[src/rtl/hazard_scoreboard.sv]
// hazard_scoreboard: forwarding selects, load-use/scoreboard/structural stalls and multi-cycle unit tracking
module hazard_scoreboard #(
  parameter int REG_AW = 4,
  parameter int MC_LAT = 4,
  parameter int CNT_W  = 16
) (
  input  logic              clk,
  input  logic              rst,
  input  logic              dec_valid,
  input  logic [REG_AW-1:0] dec_rs1,
  input  logic [REG_AW-1:0] dec_rs2,
  input  logic              dec_rs1_used,
  input  logic              dec_rs2_used,
  input  logic              dec_wr_en,
  input  logic [REG_AW-1:0] dec_rd,
  input  logic              dec_is_mc,
  input  logic              flush,
  input  logic              reg_wr_enX,
  input  logic              reg_wr_enM,
  input  logic              reg_wr_enW,
  input  logic [REG_AW-1:0] write_regX,
  input  logic [REG_AW-1:0] write_regM,
  input  logic [REG_AW-1:0] write_regW,
  input  logic              mem_to_regX,
  input  logic [REG_AW-1:0] rr1_reg_X,
  input  logic [REG_AW-1:0] rr2_reg_X,
  input  logic              i_cache_busy,
  input  logic              d_cache_busy,
  output logic              stallFD,
  output logic              stallDX,
  output logic              stallXM,
  output logic              bubbleX,
  output logic [1:0]        forwardD,
  output logic [1:0]        forward_A_selX,
  output logic [1:0]        forward_B_selX,
  output logic              mc_busy,
  output logic              mc_done,
  output logic [REG_AW-1:0] mc_rd,
  output logic [CNT_W-1:0]  stall_cycles
);
  localparam int NR = 2**REG_AW;
  localparam logic [3:0] CNT_LOAD = 4'(MC_LAT-1);
  logic [NR-1:0]     pending_q, pending_d;
  logic              mc_busy_q, mc_busy_d;
  logic [3:0]        cnt_q, cnt_d;
  logic [REG_AW-1:0] mc_rd_q, mc_rd_d;
  logic [CNT_W-1:0]  stall_q, stall_d;
  logic              load_haz, sb_haz, struct_haz, data_stall, issue_mc;

  function automatic logic match(input logic en, input logic [REG_AW-1:0] wr, input logic [REG_AW-1:0] r);
    return en && (wr == r) && (r != '0);
  endfunction

  // Operand forwarding selects; nearest producing stage wins
  always_comb begin
    forwardD       = match(reg_wr_enX, write_regX, dec_rs1) ? 2'b01 :
                     match(reg_wr_enM, write_regM, dec_rs1) ? 2'b10 :
                     match(reg_wr_enW, write_regW, dec_rs1) ? 2'b11 : 2'b00;
    forward_A_selX = match(reg_wr_enM, write_regM, rr1_reg_X) ? 2'b01 :
                     match(reg_wr_enW, write_regW, rr1_reg_X) ? 2'b10 : 2'b00;
    forward_B_selX = match(reg_wr_enM, write_regM, rr2_reg_X) ? 2'b01 :
                     match(reg_wr_enW, write_regW, rr2_reg_X) ? 2'b10 : 2'b00;
  end

  // Hazard detection and pipeline hold/bubble control
  always_comb begin
    load_haz   = mem_to_regX && (write_regX != '0) &&
                 ((dec_rs1_used && dec_rs1 == write_regX) || (dec_rs2_used && dec_rs2 == write_regX));
    sb_haz     = dec_valid && ((dec_rs1_used && pending_q[dec_rs1]) ||
                               (dec_rs2_used && pending_q[dec_rs2]) ||
                               (dec_wr_en && pending_q[dec_rd]));
    struct_haz = dec_valid && dec_is_mc && mc_busy_q;
    data_stall = load_haz || sb_haz || struct_haz;
    stallFD    = data_stall || i_cache_busy || d_cache_busy;
    stallDX    = d_cache_busy;
    stallXM    = d_cache_busy;
    bubbleX    = data_stall && !d_cache_busy && !flush;
    issue_mc   = dec_valid && !stallFD && !flush && dec_is_mc;
    mc_done    = mc_busy_q && (cnt_q == 4'd0);
  end

  // Next state: the done edge clears the finishing op's pending bit before a new issue can set one
  always_comb begin
    pending_d = pending_q;
    if (mc_done) pending_d[mc_rd_q] = 1'b0;
    if (issue_mc && dec_wr_en && dec_rd != '0) pending_d[dec_rd] = 1'b1;
    mc_busy_d = issue_mc ? 1'b1 : (mc_done ? 1'b0 : mc_busy_q);
    cnt_d     = issue_mc ? CNT_LOAD : ((mc_busy_q && cnt_q != 4'd0) ? cnt_q - 4'd1 : cnt_q);
    mc_rd_d   = issue_mc ? dec_rd : mc_rd_q;
    stall_d   = (stallFD && stall_q != {CNT_W{1'b1}}) ? stall_q + CNT_W'(1) : stall_q;
  end

  // State registers, cleared asynchronously so an in-flight op is discarded
  always_ff @(posedge clk or posedge rst) begin
    if (rst) begin
      pending_q <= '0;
      mc_busy_q <= 1'b0;
      cnt_q     <= 4'd0;
      mc_rd_q   <= '0;
      stall_q   <= '0;
    end else begin
      pending_q <= pending_d;
      mc_busy_q <= mc_busy_d;
      cnt_q     <= cnt_d;
      mc_rd_q   <= mc_rd_d;
      stall_q   <= stall_d;
    end
  end

  assign mc_busy      = mc_busy_q;
  assign mc_rd        = mc_rd_q;
  assign stall_cycles = stall_q;
endmodule

[config.mk]
export PLATFORM = sky130hd
export DESIGN_NAME = hazard_scoreboard
export DESIGN_NICKNAME = d
export VERILOG_FILES = /design/src/rtl/hazard_scoreboard.sv
export SDC_FILE = /design/constraint.sdc
export NUM_CORES = 1
export LEC_CHECK = 0
export BUFFER_PORTS_ARGS = -buffer_cell sky130_fd_sc_hd__buf_2
export CAP_MARGIN = 25
export CORE_ASPECT_RATIO = 1.75
export CORE_MARGIN = 4
export CORE_UTILIZATION = 49
export CTS_CLUSTER_SIZE = 12
export DETAILED_ROUTE_END_ITERATION = 10
export PLACE_DENSITY = 0.75
export RECOVER_POWER = 50
export SETUP_SLACK_MARGIN = 0.15
export SKIP_LAST_GASP = 1
export SLEW_MARGIN = 20
export SYNTH_ARGS = -nofsm -noshare
export SYNTH_HDL_FRONTEND = slang
export SYNTH_SLANG_ARGS = --single-unit
[constraint.sdc]
create_clock -name clk -period 4.6 [get_ports clk]
set_input_delay 0.46 -clock clk [delete_from_list [all_inputs] [get_ports clk]]
set_output_delay 0.46 -clock clk [all_outputs]
set_load 0.005 [all_outputs]
Yosys cells after proc, flatten, opt, wreduce, memory -nomap -nowiden

Index checks and enable logic that the tools add are counted.

Register bits after elaboration: 41
Output and inout bits: 32

Add/subtract/negate cells: 2
Magnitude comparators: 6
Equal/unequal tests: 10
Mux-type cells: 23
Bitwise logic cells: 3
Reduce and logical (&&, ||, !) cells: 55

Operator list:

| cell                  | number |
|---|---|
| $eq 4x4->1            | 9 |
| $logic_and 1x1->1     | 36 |
| $mux 16               | 2 |
| $reduce_bool 4->1     | 6 |
| $lt 4x5->1 const B    | 4 |
| $add 16x1->16 const B | 1 |
| $and 16x16->16        | 1 |
| $ne 16x16->1 const B  | 1 |
| $not 16->16           | 1 |
| $or 16x16->16         | 1 |
| $mux 2                | 7 |
| $bmux 1 s4            | 3 |
| $demux 1 s4           | 2 |
| $ge 4x1->1 const B    | 2 |
| $mux 4                | 2 |
| $logic_or 1x1->1      | 7 |
| $mux 1                | 7 |
| $logic_not 4->1       | 1 |
| $reduce_bool 2->1     | 2 |
| $sub 4x1->4 const B   | 1 |
| $logic_not 1->1       | 3 |

Logic depth before layout (Yosys ltp)

Depth in word-level cells: 17
Depth in mapped cells: 9
Gate-level depth less buffers: 8

Worst setup path before layout

OpenSTA, ideal clock, no wires.

Path type: input port to output port
Start: in dec_rs1[0]
End: out stallFD
Arrival time: 2.186 ns
Data required time: 4.140 ns
Path slack: 1.954 ns
Stages on the path: 7
Cell sequence: buf_6 > mux4_1 > a22oi_1 > o31ai_1 > or3_1 > o31a_2 > buf_2

Cells in the longest elaborated chain, start to end: 10

RTL lines:

| element                         | RTL line | text |
|---|---|---|
| from (decl)                     | 10       | `input logic [REG_AW-1:0] dec_rs1,` |
| $bmux 1 s4                      | 69       | `sb_haz = dec_valid && ((dec_rs1_used && pending_q[dec_rs1]) \|\|` |
| $mux 1 (not written as such)    | 69       |  |
| $logic_and 1x1->1               | 69       |  |
| $logic_or 1x1->1                | 69       |  |
| $logic_or 1x1->1                | 70       | `(dec_rs2_used && pending_q[dec_rs2]) \|\|` |
| $logic_and 1x1->1               | 69       |  |
| $logic_or 1x1->1 * (2 in a row) | 73       | `data_stall = load_haz \|\| sb_haz \|\| struct_haz;` |
| $logic_or 1x1->1 * (2 in a row) | 74       | `stallFD = data_stall \|\| i_cache_busy \|\| d_cache_busy;` |
| to (decl)                       | 29       | `output logic stallFD,` |

Every way passes the cells marked *; elsewhere a longest branch is shown, timed or not. The select of a mux whose other input is x is not followed.

Worst setup path in the final report

Ends and elaborated chain as after synthesis.

==> flow_summary.toml <==
[logic_synthesis]
syn_inst = 301
synth_top_area_cell = "dfrtp_1"
syn_area_um2 = 2910
synth_ff_type = "dfrtp_1"
synthesis.nets = 349
syn_area_per_cell_um2 = 9.669
synth_edf_count = 0
synthArstFlopShare_pct = 100.0
synthTopCellsByArea = "dfrtp_1, xnor2_1, a32o_1"
synth_top_area_share_pct = 35.25
ys_seq_area_share_pct = 35.25
ys_warn_count = 0
synth_commonest_cells = "dfrtp_1, xnor2_1, nand2_1"
ys_ff_latch = 41
yosysUniqueCellTypes = 45

[clocking]
h-tree-depth = 2
cts_hold_buf = 0
cts_max_path_buffers = 2
clock_latency_ps = 290
cts_resized = 0
post-cts-setup-buffers = 0
numCtsBuffers = 5
cts-root-buf = "clkbuf_8"
cts_num_sinks = 41
cts_tree = "yes"
clkSlewWorstSetupHoldPaths_ps = 80

[placement]
port_buffers = 77
place_congestion = 0.9125
dpl.hpwl_mm = 6.008

[status]
outcome = "complete, but fails checks"
violations = "capacitance limit, slew limit"

[setup_path]
cp.arrival_ps = 2520
crit_type = "in -> out"
worst_setup_path_start_kind = "primary input"
end_kind = "output port"
cp-startpoint = "dec_rs1[0]"
worstPathRequired_ps = 4140
crit-reg2reg-launch = "pending_q[0]"
rr_worst_depth = 7
crit_fanout = 17

[die]
core-area_um2 = 5675
floorplan.initialDensity_pct = 51.28
dieArea_um2 = 7285
num_io_pins = 78
num_rows = 36
die_width_um = 66.26
dieHeight_um = 110.0

[power]
peakVddDrop_mv = 0.4087
p_per_area_nw_per_um2 = 323.4
leakagePower_uw = 0.001485

[layout]
antenna_cells = 0
fin_nets = 421
area_growth_pct = 16.25
final_util_pct = 59.61
drive_gt1_share_pct = 23.80

[timing]
report.final.slew_viol_count = 42
finalSetupViolations = 0
max_freq_ghz = 0.3360
fin_tns_setup_ps = 0
hold_violations = 0
tightest_slew_ps = 2244
rsz0062_at_grt = "no"
relSlewSlack_pct = -49.61
period_share_pct = 64.71
period_needed_ps = 2977
skew_ps = 5.632

[global_routing]
track_usage_pct = 21.91
grt_pass1_wl_mm = 12.33
grt_pass1_vias = 2699
antenna_found_initial = 0
grt_start_max_net_pins = 42
grt-ovfl-total = 0

[routing]
viasPerCell = 5.996
post_drt_wl_per_cell_um = 17.36
dr.pass1.iters = 5
num_vias = 2698
totalWireLength_mm = 7.810
drc = 0
ant_nets = 0
drt_iter0_drc = 85

[min_path]
hp-class = "in -> reg"
hold_depth = 2
worstHoldStart = "dec_rd[3]"

[job]
max_cap_violations = 1
==> metal layers <==
layer	share of wire, %	vias up	track usage [%]
met5	0	-	0
met4	5.9	0	15.41
met3	4.7	39	2.352
met2	53	118	40.80
met1	36	1275	21.81
li1	-	1266	-
==> where the power goes <==
part	switching (uW)	internal (uW)
Clock	122	105
Sequential	84.8	429
Combinational	181	172
Total	389	706
==> through the flow <==
stage	setup WS, ps	total power, uW	area [um^2]	hold WS (ps)	cells
final	1623	1094	3383	454.7	450
after global routing	1459	1169	3383	459.8	450
after CTS	1630	1117	3398	292.6	450
after detailed placement	1361	878.2	3312	487.3	442
after global placement	1430	862.7	3312	472.5	442
after floorplan	1954	734.5	2910	481.2	301
==> sequential cells by signal, summed over array words and instances (netlist names) <==
name and cells:
mc_rd 4, pending_q 16, cnt_q 4, mc_busy 1
stall_cycles 16
==> layout make-up <==
class	count	area [um^2]
fill	535	2292
multi-input combinational	239	1764
sequential	41	1026
timing repair buffer	79	385.4
tap	76	95.09
clock buffer	5	68.82
inverter	7	26.28
clock inverter	3	17.52
==> cells by family after synthesis <==
family	count (synthesis)	synth area share, %
AO/OA/AOI/OAI	50	13.37
buffers and inverters	21	4.127
XOR/XNOR	41	12.34
AND/OR/NAND/NOR	119	22.57
multiplexers	27	11.48
flip-flops	41	35.25
adder cells (fa/ha/maj)	2	0.8597
==> worst max-delay path, stage by stage <==
cell and delay, ps:
buf_2 230, mux4_1 580, a22oi_1 190, o31ai_1 120
or3_1 310, o31a_2 440, buf_2 190
==> path summary, 6_finish.rpt <==
kind                                         to  slack (ps)
worst max register to register     pending_q[1]        1660
min in group asynchronous       stall_cycles[7]         980
worst max-delay path                    stallFD        1620
max in group asynchronous          pending_q[6]        2340
worst min-delay path                   mc_rd[3]         450
worst min register to register  stall_cycles[7]         500
==> placed cells by master, fill, tap and decap left out, types with 8 or more instances in the layout <==
cell type  count
a21oi_1       12
a32o_1        15
buf_2         67
clkbuf_1      10
dfrtp_1       41
mux2_2         8
mux2i_1       15
nand2_1       23
nand3_1       16
nand4_1       15
nor2_1        14
nor3_1        14
xnor2_1       41
Note: power is estimated with default switching activity, not from simulation.
